==> src/rtl/serial_pkg.sv <==
// serial_pkg: shared definitions for the serial adder datapath.
//   SERIAL_W       default operand width
//   feeder_state_t shift/count FSM state encoding
//   clamp_len()    limits a requested bit count to the operand width
package serial_pkg;

  localparam int SERIAL_W = 8;

  typedef enum logic [0:0] {
    IDLE  = 1'b0,
    SHIFT = 1'b1
  } feeder_state_t;

  // len is "bits minus one"; anything past the top bit of the word is capped.
  function automatic int clamp_len(input int len, input int w);
    int res;
    if (len > (w - 1)) begin
      res = w - 1;
    end else begin
      res = len;
    end
    return res;
  endfunction

endpackage

==> src/rtl/operand_hold_reg.sv <==
// operand_hold_reg: one-entry holding buffer for an operand pair plus its
// (already clamped) length, used as the pending slot behind the shifter.
//   clk, clr        clock, async active-high reset
//   push            write din_* into the slot (caller guarantees !full)
//   pop             release the slot (caller guarantees full)
//   din_a/b/len     payload in
//   full            slot occupied (acts as out_valid; !full is the in_ready)
//   dout_a/b/len    payload out
module operand_hold_reg
  import serial_pkg::*;
#(
  parameter int W     = SERIAL_W,
  parameter int LEN_W = $clog2(W)
) (
  input  logic             clk,
  input  logic             clr,
  input  logic             push,
  input  logic             pop,
  input  logic [W-1:0]     din_a,
  input  logic [W-1:0]     din_b,
  input  logic [LEN_W-1:0] din_len,
  output logic             full,
  output logic [W-1:0]     dout_a,
  output logic [W-1:0]     dout_b,
  output logic [LEN_W-1:0] dout_len
);

  logic             pfull_r;
  logic [W-1:0]     pa_r;
  logic [W-1:0]     pb_r;
  logic [LEN_W-1:0] plen_r;

  // Slot occupancy and payload capture.
  always_ff @(posedge clk or posedge clr) begin
    if (clr) begin
      pfull_r <= 1'b0;
      pa_r    <= '0;
      pb_r    <= '0;
      plen_r  <= '0;
    end else if (push) begin
      pfull_r <= 1'b1;
      pa_r    <= din_a;
      pb_r    <= din_b;
      plen_r  <= din_len;
    end else if (pop) begin
      pfull_r <= 1'b0;
    end else begin
      pfull_r <= pfull_r;
    end
  end

  assign full     = pfull_r;
  assign dout_a   = pa_r;
  assign dout_b   = pb_r;
  assign dout_len = plen_r;

endmodule

==> src/rtl/serial_operand_feeder.sv <==
// serial_operand_feeder: takes parallel operand pairs over valid/ready and
// streams them LSB-first, one bit pair per cycle, framed by vld/last.
//   clk, clr         clock, async active-high reset
//   in_valid/ready   upstream handshake (in_ready depends only on state)
//   in_a, in_b       parallel operands
//   in_len           bits to send minus one, clamped to W-1
//   stall            downstream bubble: hides vld and freezes the shifter
//   vld, a, b, last  serial bit pair and end-of-transaction marker
//   busy             shifting or pending slot occupied
module serial_operand_feeder
  import serial_pkg::*;
#(
  parameter int W     = SERIAL_W,
  parameter int LEN_W = $clog2(W)
) (
  input  logic             clk,
  input  logic             clr,
  input  logic             in_valid,
  output logic             in_ready,
  input  logic [W-1:0]     in_a,
  input  logic [W-1:0]     in_b,
  input  logic [LEN_W-1:0] in_len,
  input  logic             stall,
  output logic             vld,
  output logic             a,
  output logic             b,
  output logic             last,
  output logic             busy
);

  feeder_state_t    state_r;
  logic [W-1:0]     sa_r;
  logic [W-1:0]     sb_r;
  logic [LEN_W-1:0] cnt_r;
  logic [LEN_W-1:0] len_r;

  logic             pfull_s;
  logic [W-1:0]     pa_s;
  logic [W-1:0]     pb_s;
  logic [LEN_W-1:0] plen_s;

  logic             vld_s;
  logic             last_s;
  logic             accept_s;
  logic             load_direct_s;
  logic             push_s;
  logic             pop_s;
  logic [LEN_W-1:0] len_in_s;

  // Handshake and routing decisions for the current cycle.
  always_comb begin
    vld_s    = (state_r == SHIFT) && !stall;
    last_s   = vld_s && (cnt_r == len_r);
    accept_s = in_valid && !pfull_s;
    // A word accepted while idle, or on the edge that retires the last bit
    // (slot necessarily empty, since accept needs !pfull), bypasses the slot.
    if (accept_s && ((state_r == IDLE) || last_s)) begin
      load_direct_s = 1'b1;
    end else begin
      load_direct_s = 1'b0;
    end
    push_s   = accept_s && !load_direct_s;
    pop_s    = last_s && pfull_s;
    len_in_s = LEN_W'(clamp_len(int'(in_len), W));
  end

  operand_hold_reg #(
    .W     (W),
    .LEN_W (LEN_W)
  ) u_pending (
    .clk      (clk),
    .clr      (clr),
    .push     (push_s),
    .pop      (pop_s),
    .din_a    (in_a),
    .din_b    (in_b),
    .din_len  (len_in_s),
    .full     (pfull_s),
    .dout_a   (pa_s),
    .dout_b   (pb_s),
    .dout_len (plen_s)
  );

  // Shift/count FSM: load, shift on each visible bit, reload or idle at last.
  always_ff @(posedge clk or posedge clr) begin
    if (clr) begin
      state_r <= IDLE;
      sa_r    <= '0;
      sb_r    <= '0;
      cnt_r   <= '0;
      len_r   <= '0;
    end else begin
      case (state_r)
        IDLE: begin
          if (load_direct_s) begin
            sa_r    <= in_a;
            sb_r    <= in_b;
            len_r   <= len_in_s;
            cnt_r   <= '0;
            state_r <= SHIFT;
          end else begin
            state_r <= IDLE;
          end
        end
        SHIFT: begin
          if (last_s) begin
            if (pfull_s) begin
              sa_r    <= pa_s;
              sb_r    <= pb_s;
              len_r   <= plen_s;
              cnt_r   <= '0;
              state_r <= SHIFT;
            end else if (load_direct_s) begin
              sa_r    <= in_a;
              sb_r    <= in_b;
              len_r   <= len_in_s;
              cnt_r   <= '0;
              state_r <= SHIFT;
            end else begin
              state_r <= IDLE;
            end
          end else if (vld_s) begin
            sa_r  <= sa_r >> 1;
            sb_r  <= sb_r >> 1;
            cnt_r <= cnt_r + LEN_W'(1);
          end else begin
            state_r <= SHIFT;
          end
        end
        default: begin
          state_r <= IDLE;
        end
      endcase
    end
  end

  assign vld      = vld_s;
  assign last     = last_s;
  assign a        = sa_r[0];
  assign b        = sb_r[0];
  assign in_ready = !pfull_s;
  assign busy     = (state_r == SHIFT) || pfull_s;

endmodule

==> config.mk <==
export PLATFORM = sky130hd
export DESIGN_NAME = serial_operand_feeder
export DESIGN_NICKNAME = d
export VERILOG_FILES = /design/src/rtl/serial_pkg.sv /design/src/rtl/operand_hold_reg.sv /design/src/rtl/serial_operand_feeder.sv
export SDC_FILE = /design/constraint.sdc
export NUM_CORES = 1
export LEC_CHECK = 0
export BUFFER_PORTS_ARGS = -buffer_cell sky130_fd_sc_hd__buf_2
export CAP_MARGIN = 20
export CORE_MARGIN = 5
export CORE_UTILIZATION = 50
export DETAILED_ROUTE_END_ITERATION = 10
export PLACE_DENSITY = 0.7
export SETUP_SLACK_MARGIN = 0.1
export SYNTH_ARGS = -nofsm -noshare
export SYNTH_HDL_FRONTEND = slang
export SYNTH_SLANG_ARGS = --single-unit
==> constraint.sdc <==
create_clock -name clk -period 4.2 [get_ports clk]
set_clock_uncertainty 0.15 [all_clocks]
set_input_delay 0.42 -clock clk [delete_from_list [all_inputs] [get_ports clk]]
set_output_delay 0.42 -clock clk [all_outputs]
set_load 0.005 [all_outputs]
Yosys cells after proc, flatten, opt, wreduce, memory -nomap -nowiden
Index checks and enable logic that the tools add are counted.

word-level totals
  bits in writable memories = 0
  bits in registers = 43
  latch bits = 0
  memories = 0
  input port bits = 23
  memory bits (read-only) = 0
  logic and storage cells = 52
  output and inout bits = 6

cells by class
  $mul = 0
  bitwise operators = 1
  divide/modulo/power cells = 0
  $add $sub $neg = 1
  eq/ne operators = 3
  $lt $le $gt $ge = 0
  reductions and logical operators = 12
  shifts and indexed selects = 0
  muxes and demuxes = 26

operators with widths
  kind                                                            count
  8-bit 2-to-1 mux                                                8
  8-bit case mux with 2 select lines                              2
  3-bit 2-to-1 mux                                                7
  3-bit case mux with 2 select lines                              2
  1-bit logical AND                                               6
  1-bit 2-to-1 mux                                                6
  3-bit by 1-bit adder with 3-bit output (second input constant)  1
  3-bit == test                                                   1
  1-bit logical NOT                                               3
  3-bit inequality test (second input constant)                   1
  1-bit logical OR                                                2
  2-bit inequality test (second input constant)                   1
  1-bit case mux with 2 select lines                              1
  2-bit nonzero test                                              1
  1-bit NOT                                                       1

Logic depth before layout (Yosys ltp)
Gate-level depths: netlist of the first run.

  depth in word-level cells = 10
  depth in mapped cells = 8
  mapped depth without buffers = 6

By module
From an unflattened synthesis of the first run, not the netlist that was laid out.

second synthesis, totals
  cells, all modules = 227
  area, all modules = 2494.9 µm²

modules (own cells, without submodules)
  module                 area each (µm²)  instances  cells an instance
  serial_operand_feeder  1671.6           1          183
  operand_hold_reg       823.3            1          44

Worst setup path after synthesis of the first run
No wires, ideal clock.

  path kind = register to register
  start point = register cnt_r[2]
  end point = register u_pending.pa_r[0] (netlist: u_pending.dout_a[0])
  setup slack = 2.011 ns
  clock period less this slack = 2.189 ns
  stages on the path, launching flop included = 6
  data arrival time = 1.914 ns
  required time = 3.925 ns
  setup time = 0.125 ns
  buffers on the path = 1
  path through = dfrtp_1 > xor2_1 > o41a_1 > nand2_1 > buf_2 > mux2_2

between the ends
  cells in the longest elaborated chain, start to end = 7

ends and longest elaborated chain
  element                 RTL line                      source
  start, declared         serial_operand_feeder.sv:34   logic [LEN_W-1:0] cnt_r;
  start signal, assigned  serial_operand_feeder.sv:125  cnt_r <= cnt_r + LEN_W'(1);
  3-bit == test           serial_operand_feeder.sv:53   last_s = vld_s && (cnt_r == len_r);
  1-bit logical AND       serial_operand_feeder.sv:53
  1-bit logical OR        serial_operand_feeder.sv:57   if (accept_s && ((state_r == IDLE) || last_s)) begin
  1-bit logical AND       serial_operand_feeder.sv:57
  1-bit 2-to-1 mux        serial_operand_feeder.sv:57
  1-bit logical NOT       serial_operand_feeder.sv:62   push_s = accept_s && !load_direct_s;
  1-bit logical AND       serial_operand_feeder.sv:62
  end signal, assigned    operand_hold_reg.sv:42        pa_r <= din_a;
  end, declared           operand_hold_reg.sv:29        logic [W-1:0] pa_r;

No other way between the ends.
A chain may end at the register's enable or synchronous reset.

Worst setup path in the final report of the first run
  start point = register cnt_r[2]
  end point = register sa_r[5]

between the ends
  cells in the longest elaborated chain, start to end = 9
  elaborated cells between the ends (all ways) = 10

ends and longest elaborated chain
  element                             RTL line                      source
  3-bit == test *                     serial_operand_feeder.sv:53
  1-bit logical AND *                 serial_operand_feeder.sv:53
  1-bit logical OR                    serial_operand_feeder.sv:57
  1-bit logical AND                   serial_operand_feeder.sv:57
  1-bit 2-to-1 mux                    serial_operand_feeder.sv:57
  8-bit 2-to-1 mux (2 in a row)       n/a
  8-bit 2-to-1 mux                    serial_operand_feeder.sv:106  if (last_s) begin
  8-bit case mux with 2 select lines  serial_operand_feeder.sv:93   case (state_r)
  end signal, assigned                serial_operand_feeder.sv:96   sa_r <= in_a;
  end signal, assigned                serial_operand_feeder.sv:108  sa_r <= pa_s;
  end signal, assigned                serial_operand_feeder.sv:114  sa_r <= in_a;
  end, declared                       serial_operand_feeder.sv:32   logic [W-1:0] sa_r;

Mark *: on every way between the ends. The rest lies on a longest branch, timed or not.

==> results of run 1 <==
-- synthesized netlist by cell type (2+ instances only) --
cell and count:
o21ai_0 7, mux2_2 18, mux2i_1 15, xor2_1 3
clkbuf_1 10, a32oi_1 4, dfrtp_1 43, nor2_1 10
o221ai_1 12, o22a_1 3, and3_1 12, nand2_1 24
a31oi_1 2, nor3_1 5, nand2b_1 2, o22ai_1 2
a211o_1 2, a21oi_1 15, buf_6 3, inv_1 7
-- path summary, 6_finish.rpt --
check                                          from                    end  cells after the start
worst max-delay path                       cnt_r[2]                sa_r[5]                      5
worst min-delay path                            clr  u_pending.dout_len[1]                      3
worst max register to register             cnt_r[2]                sa_r[5]                      5
worst min register to register  u_pending.dout_b[7]    u_pending.dout_b[7]                      2
max in group asynchronous                       clr    u_pending.dout_a[7]                      3
min in group clk                            in_b[3]    u_pending.dout_b[3]                      2
-- state kept, by name, indices dropped and copies added (netlist names) --
register	cells
state_r	1
u_pending.dout_b	8
u_pending.full	1
sb_r	8
sa_r	8
len_r	3
cnt_r	3
u_pending.dout_len	3
u_pending.dout_a	8
-- cells in the final DEF, fill, tap and decap left out, types with 2 or more instances in the layout --
cell type,n
o21ai_0,7
nor3_1,5
o22a_1,3
a21oi_1,15
mux2i_1,15
and3_1,12
buf_2,28
o221ai_1,12
buf_4,2
xor2_1,3
a31oi_1,2
nor2_1,10
dfrtp_1,43
o22ai_1,2
mux2_2,18
clkbuf_8,5
a32oi_1,4
inv_1,6
nand2_1,24
a211o_1,2
nand2b_1,2
-- worst min-delay path, stage by stage --
cell and delay (ns):
buf_2 0.10, clkinv_1 0.03, buf_4 0.44
-- power groups by stage --
| stage | clock network, mW | registers, mW | logic, mW |
|---|---|---|---|
| floorplan | 0 | 0.681 | 0.606 |
| global placement | 0 | 0.736 | 0.704 |
| detailed placement | 0 | 0.743 | 0.723 |
| CTS | 0.268 | 0.736 | 0.724 |
| global route | 0.288 | 0.762 | 0.810 |
| finish | 0.264 | 0.737 | 0.720 |
-- final cells by class --
| type | instances | share of cell area [%] |
|---|---|---|
| inverter | 7 | 1.06 |
| clock buffer | 6 | 2.93 |
| timing repair buffer | 30 | 6.27 |
| clock inverter | 2 | 0.506 |
| sequential | 43 | 43.5 |
| tap | 52 | 2.63 |
| multi-input combinational | 152 | 43.1 |
-- through the flow --
stage / setup WS [ns] / instance area [um^2] / std cells / util [%]
after floorplan: 2.01 / 2240 / 216 / -
after global placement: 1.39 / 2390 / 284 / 54.9
after detailed placement: 1.34 / 2390 / 284 / 54.9
after CTS: 1.33 / 2470 / 292 / 56.8
after global routing: 1.14 / 2470 / 292 / 56.8
final: 1.36 / 2470 / 292 / 56.8
-- cells by family (layout without fill, tap and decap cells) --
| family | count (synthesis) | after routing | share of synthesized area [%] |
|---|---|---|---|
| AO/OA/AOI/OAI | 57 | 57 | 18.0 |
| XOR/XNOR | 3 | 3 | 1.17 |
| adder cells (fa/ha/maj) | 1 | 1 | 0.557 |
| buffers and inverters | 21 | 45 | 4.57 |
| flip-flops | 43 | 43 | 47.9 |
| multiplexers | 33 | 33 | 15.7 |
| AND/OR/NAND/NOR | 58 | 58 | 12.0 |
-- metal layers --
metal  vias up  GRT usage (%)  wire length (um)
li1        851              -                 -
met1       867           25.2              2330
met4         0           3.26                37
met2        53           26.9              2320
met5         -              0                 0
met3         5           3.75               278
==> qor.json, run 1 <==
{
  "drt_pre_antenna_iters": {"value": 4},
  "critical_path_required": {"value": 4.19, "unit": "ns"},
  "postCtsSetupBuffers": {"value": 0},
  "power.static_leakage": {"value": 1.23, "unit": "nW"},
  "clkSlewWorstSetupHoldPaths": {"value": 0.09, "unit": "ns"},
  "grt_start_max_net_pins": {"value": 44},
  "synth-edff-count": {"value": 0},
  "area.sequential": {"value": 0.00108, "unit": "mm^2"},
  "remaining_drc_errors": {"value": 0},
  "yosys.cell_types.count": {"value": 37},
  "dp_hpwl": {"value": 3330, "unit": "um"},
  "timing.setup.tns": {"value": 0, "unit": "ns"},
  "seq_area_frac_synth": {"value": 47.9, "unit": "%"},
  "holdCritPathClass": {"value": "input pin to async pin"},
  "share_of_flip_flops_with_an_asynchronous_set_or_reset": {"value": 100, "unit": "%"},
  "h-tree-depth": {"value": 2},
  "ctsLongestPathBuffers": {"value": 2},
  "numCtsBuffers": {"value": 5},
  "net_count_final": {"value": 263},
  "setup_viol": {"value": 0},
  "max_stage_delay": {"value": 0.83, "unit": "ns"},
  "critPathTopFamily": {"value": "compound AO/OA/AOI/OAI gates"},
  "synth.top_cells.by_area": {"value": "dfrtp_1 48%, mux2_2 9.0%, mux2i_1 6.7%, o221ai_1 4.7%, nand2_1 4.0%"},
  "port_buffers": {"value": 28},
  "antenna_found_initial": {"value": 0},
  "netlist_area": {"value": 0.00224, "unit": "mm^2"},
  "area_growth_syn_to_layout": {"value": 10.2, "unit": "%"},
  "r2r_setup_slack": {"value": 1.36, "unit": "ns"},
  "path_cells": {"value": "xor2_1 -> or3_1 -> o31a_1 -> mux2i_1 -> o221ai_1"},
  "post_route_cells_drive_above_1_share": {"value": 23.3, "unit": "%"},
  "fmax": {"value": 352, "unit": "MHz"},
  "grt_setup_unrepaired": {"value": "no"},
  "p_int": {"value": 1.05, "unit": "mW"},
  "synth.largest_area_cell": {"value": "dfrtp_1"},
  "syn-num-nets": {"value": 240},
  "gp_routability_congestion": {"value": 0.793},
  "via_count": {"value": 1776},
  "multi_input_area": {"value": 0.00107, "unit": "mm^2"},
  "fin_total_pwr": {"value": 1.72, "unit": "mW"},
  "setup.worst_path.class": {"value": "flop to flop"},
  "final.hold.worst_slack": {"value": 0.0868, "unit": "ns"},
  "combinational_power_share": {"value": 41.8, "unit": "%"},
  "insertedDiodeCount": {"value": 0},
  "drt_wl_total": {"value": 4960, "unit": "um"},
  "floorplan.core_area": {"value": 0.00435, "unit": "mm^2"},
  "die-height": {"value": 77, "unit": "um"},
  "worst_pin_slew": {"value": 0.948, "unit": "ns"},
  "power.sequential.fraction": {"value": 42.8, "unit": "%"},
  "endpoint_class_of_the_critical_path": {"value": "flop"},
  "worstPathMaxFanout": {"value": 18},
  "overall_overflow_remaining_after_global_route": {"value": 0},
  "status": {"value": "finished, final reports clean"},
  "cts.sink_count": {"value": 43},
  "hold_viol_final": {"value": 0},
  "post_drt_wl_per_cell": {"value": 17.0, "unit": "um"},
  "path_buf_inv": {"value": 0},
  "power.clock.fraction": {"value": 15.4, "unit": "%"},
  "critical_path.startpoint_type": {"value": "flop"},
  "critical_path_arrival": {"value": 2.83, "unit": "ns"},
  "postSynth.topFlopCell": {"value": "dfrtp_1"},
  "final_period_minus_worst_setup_slack": {"value": 2.84, "unit": "ns"},
  "cts_hold_buf": {"value": 0},
  "slew_violations": {"value": 0},
  "filler_cell_count": {"value": 388},
  "ys_ff_latch": {"value": 43},
  "worst_slew_margin_rel": {"value": 36.7, "unit": "%"},
  "ctsRootBufferMaster": {"value": "clkbuf_8"},
  "min_period_over_period": {"value": 67.5, "unit": "%"},
  "clock_insertion_delay_worst_skew": {"value": 0.30, "unit": "ns"},
  "syn_inst": {"value": 216},
  "postSynthAreaPerCell": {"value": 10.4, "unit": "um^2"},
  "initial_utilization": {"value": 51.6, "unit": "%"},
  "grtUsageTotal": {"value": 17.3, "unit": "%"},
  "detailedRoute.firstIterationViolations": {"value": 209},
  "drv_cap": {"value": 0},
  "ir_worst_vdd": {"value": 394, "unit": "uV"},
  "antenna_left": {"value": 0},
  "power_density": {"value": 696, "unit": "mW/mm^2"},
  "grt_pass1_wl": {"value": 8510, "unit": "um"},
  "drt-vias-per-instance": {"value": 6.08},
  "switching_power": {"value": 0.672, "unit": "mW"},
  "cts_tree": {"value": "done"},
  "cts-resized-gates": {"value": 0},
  "fp.dieArea": {"value": 0.00593, "unit": "mm^2"},
  "dieWidth": {"value": 77, "unit": "um"},
  "synth_top_area_share": {"value": 47.9, "unit": "%"},
  "power.share.switching": {"value": 39.1, "unit": "%"},
  "crit_slowest_cell": {"value": "o31a_1"},
  "rows": {"value": 24},
  "yosys_warnings": {"value": 0},
  "grt_pass1_vias": {"value": 1753},
  "num_io_pins": {"value": 29}
}
Power figures use the tool's default switching activity.
==> run 2: changes to the inputs <==
==> constraint.sdc (replaced) <==
create_clock -name clk -period 2.64 [get_ports clk]
set_clock_uncertainty 0.15 [all_clocks]
set_input_delay 0.264 -clock clk [delete_from_list [all_inputs] [get_ports clk]]
set_output_delay 0.264 -clock clk [all_outputs]
set_load 0.005 [all_outputs]
==> run 2 against run 1 <==
Effect of this change: routed wire length up 3.7%; non-clock buffer count up 9; clock power up 58%; cell count up 3.1%; sequential share of layout area down 1.3 points; die area unchanged; critical path type is now flop to primary output; largest power group is now combinational cells; highest routed layer unchanged.
==> qor.json, run 2 (same netlist as run 1, synthesis figures left out) <==
{
  "grt_pass1_vias": {"value": 1777},
  "hold_viol_final": {"value": 0},
  "final.hold.worst_slack": {"value": 0.0470, "unit": "ns"},
  "grt_setup_unrepaired": {"value": "no"},
  "fmax": {"value": 420, "unit": "MHz"},
  "r2r_setup_slack": {"value": 0.33, "unit": "ns"},
  "commonest_non_fill_non_tap_cells_in_the_layout": {"value": "43 x dfrtp_1, 28 x buf_2, 24 x nand2_1"},
  "multi_input_area": {"value": 0.00107, "unit": "mm^2"},
  "die-height": {"value": 77, "unit": "um"},
  "filler_cell_count": {"value": 386},
  "floorplan.core_area": {"value": 0.00435, "unit": "mm^2"},
  "setup_viol": {"value": 0},
  "worst_pin_slew": {"value": 0.569, "unit": "ns"},
  "slew_violations": {"value": 0},
  "endpoint_class_of_the_critical_path": {"value": "primary output"},
  "remaining_drc_errors": {"value": 0},
  "drv_cap": {"value": 0},
  "most_common_cell_after_layout_fill_and_taps_aside": {"value": "dfrtp_1"},
  "antenna_found_initial": {"value": 0},
  "net_count_final": {"value": 272},
  "clkSlewWorstSetupHoldPaths": {"value": 0.08, "unit": "ns"},
  "dieWidth": {"value": 77, "unit": "um"},
  "drt_pre_antenna_iters": {"value": 4},
  "ctsLongestPathBuffers": {"value": 2},
  "path_cells": {"value": "xor2_1 -> or3_1 -> buf_4 -> nor2_2 -> buf_2"},
  "power.static_leakage": {"value": 1.27, "unit": "nW"},
  "overall_overflow_remaining_after_global_route": {"value": 0},
  "clock_insertion_delay_worst_skew": {"value": 0.30, "unit": "ns"},
  "gp_routability_congestion": {"value": 0.813},
  "power_density": {"value": 1100, "unit": "mW/mm^2"},
  "rows": {"value": 24},
  "grtUsageTotal": {"value": 18.5, "unit": "%"},
  "numCtsBuffers": {"value": 5},
  "via_count": {"value": 1802},
  "critical_path.startpoint_type": {"value": "flop"},
  "critical_path_required": {"value": 2.23, "unit": "ns"},
  "fin_total_pwr": {"value": 2.80, "unit": "mW"},
  "grt_start_max_net_pins": {"value": 30},
  "antenna_left": {"value": 0},
  "worst_slew_margin_rel": {"value": 62.0, "unit": "%"},
  "grt_pass1_wl": {"value": 8810, "unit": "um"},
  "post_drt_wl_per_cell": {"value": 17.1, "unit": "um"},
  "area_growth_syn_to_layout": {"value": 13.5, "unit": "%"},
  "crit_slowest_cell": {"value": "dfrtp_1"},
  "timing.setup.tns": {"value": 0, "unit": "ns"},
  "critical_path_arrival": {"value": 1.97, "unit": "ns"},
  "post_route_cells_drive_above_1_share": {"value": 26.5, "unit": "%"},
  "worstPathMaxFanout": {"value": 17},
  "area.sequential": {"value": 0.00108, "unit": "mm^2"},
  "initial_utilization": {"value": 51.6, "unit": "%"},
  "setup.worst_path.class": {"value": "flop to primary output"},
  "dp_hpwl": {"value": 3520, "unit": "um"},
  "drt-vias-per-instance": {"value": 5.99},
  "insertedDiodeCount": {"value": 0},
  "port_buffers": {"value": 28},
  "drt_wl_total": {"value": 5140, "unit": "um"},
  "cts_tree": {"value": "done"},
  "min_period_over_period": {"value": 90.3, "unit": "%"},
  "status": {"value": "finished, final reports clean"},
  "detailedRoute.firstIterationViolations": {"value": 126},
  "holdCritPathClass": {"value": "input pin to flop"},
  "num_io_pins": {"value": 29},
  "ir_worst_vdd": {"value": 439, "unit": "uV"},
  "h-tree-depth": {"value": 2},
  "final_period_minus_worst_setup_slack": {"value": 2.38, "unit": "ns"},
  "cts.sink_count": {"value": 43},
  "ctsRootBufferMaster": {"value": "clkbuf_8"},
  "max_stage_delay": {"value": 0.42, "unit": "ns"},
  "fp.dieArea": {"value": 0.00593, "unit": "mm^2"}
}
-- run 2: repair_timing --
action	CTS	global route
endpoints found under the setup margin	0	8
setup buffers	0	0
hold buffers	1	0
endpoints found under the hold margin	14	0
resized for setup	0	2
-- run 2: per-layer routing --
metal  wire (um)  GRT usage [%]  part of all wire (%)
met5           0              0                     0
met4         108           7.73                   2.1
met3         329           4.45                   6.4
met2        2360           26.7                    46
met1        2340           26.5                    46
-- run 2: critical path, delay by kind of cell, from the launching register on --
kind	cells	cell delay, ns
AND/OR/NAND/NOR	2	0.66
flip-flops	1	0.42
XOR/XNOR	1	0.20
buffers and inverters	2	0.39
-- run 2: cell type report --
type,count,share of cell area [%]
multi-input cells,152,42.0
flip-flops and latches,43,42.2
repair buffers,39,8.84
inverters,7,1.03
clock buffers,6,2.85
well taps,52,2.55
clock inverters,2,0.491
-- run 2: metrics by stage --
stage                     instances  utilization [%]  instance area [um^2]  worst slack [ns]
final                           301             58.5                  2550             0.257
after global routing            301             58.5                  2550             0.149
after CTS                       301             58.4                  2540             0.166
after detailed placement        292             56.2                  2450             0.247
after global placement          292             56.2                  2450             0.280
after floorplan                 216                -                  2240             0.451
-- run 2: worst paths after layout --
path | start | endpoint | cells after the start
min in group asynchronous | clr | sa_r[4] | 3
min | in_b[7] | u_pending.dout_b[7] | 3
min reg2reg | u_pending.dout_b[7] | u_pending.dout_b[7] | 2
max in group asynchronous | clr | state_r | 4
max | cnt_r[2] | last | 5
max reg2reg | cnt_r[2] | u_pending.dout_len[1] | 5
-- run 2: power breakdown --
group | leakage, nW | internal [mW] | total, mW | switching [mW]
registers | 0.527 | 0.945 | 1.13 | 0.180
logic | 0.703 | 0.584 | 1.26 | 0.677
clock network | 0.0412 | 0.185 | 0.418 | 0.233
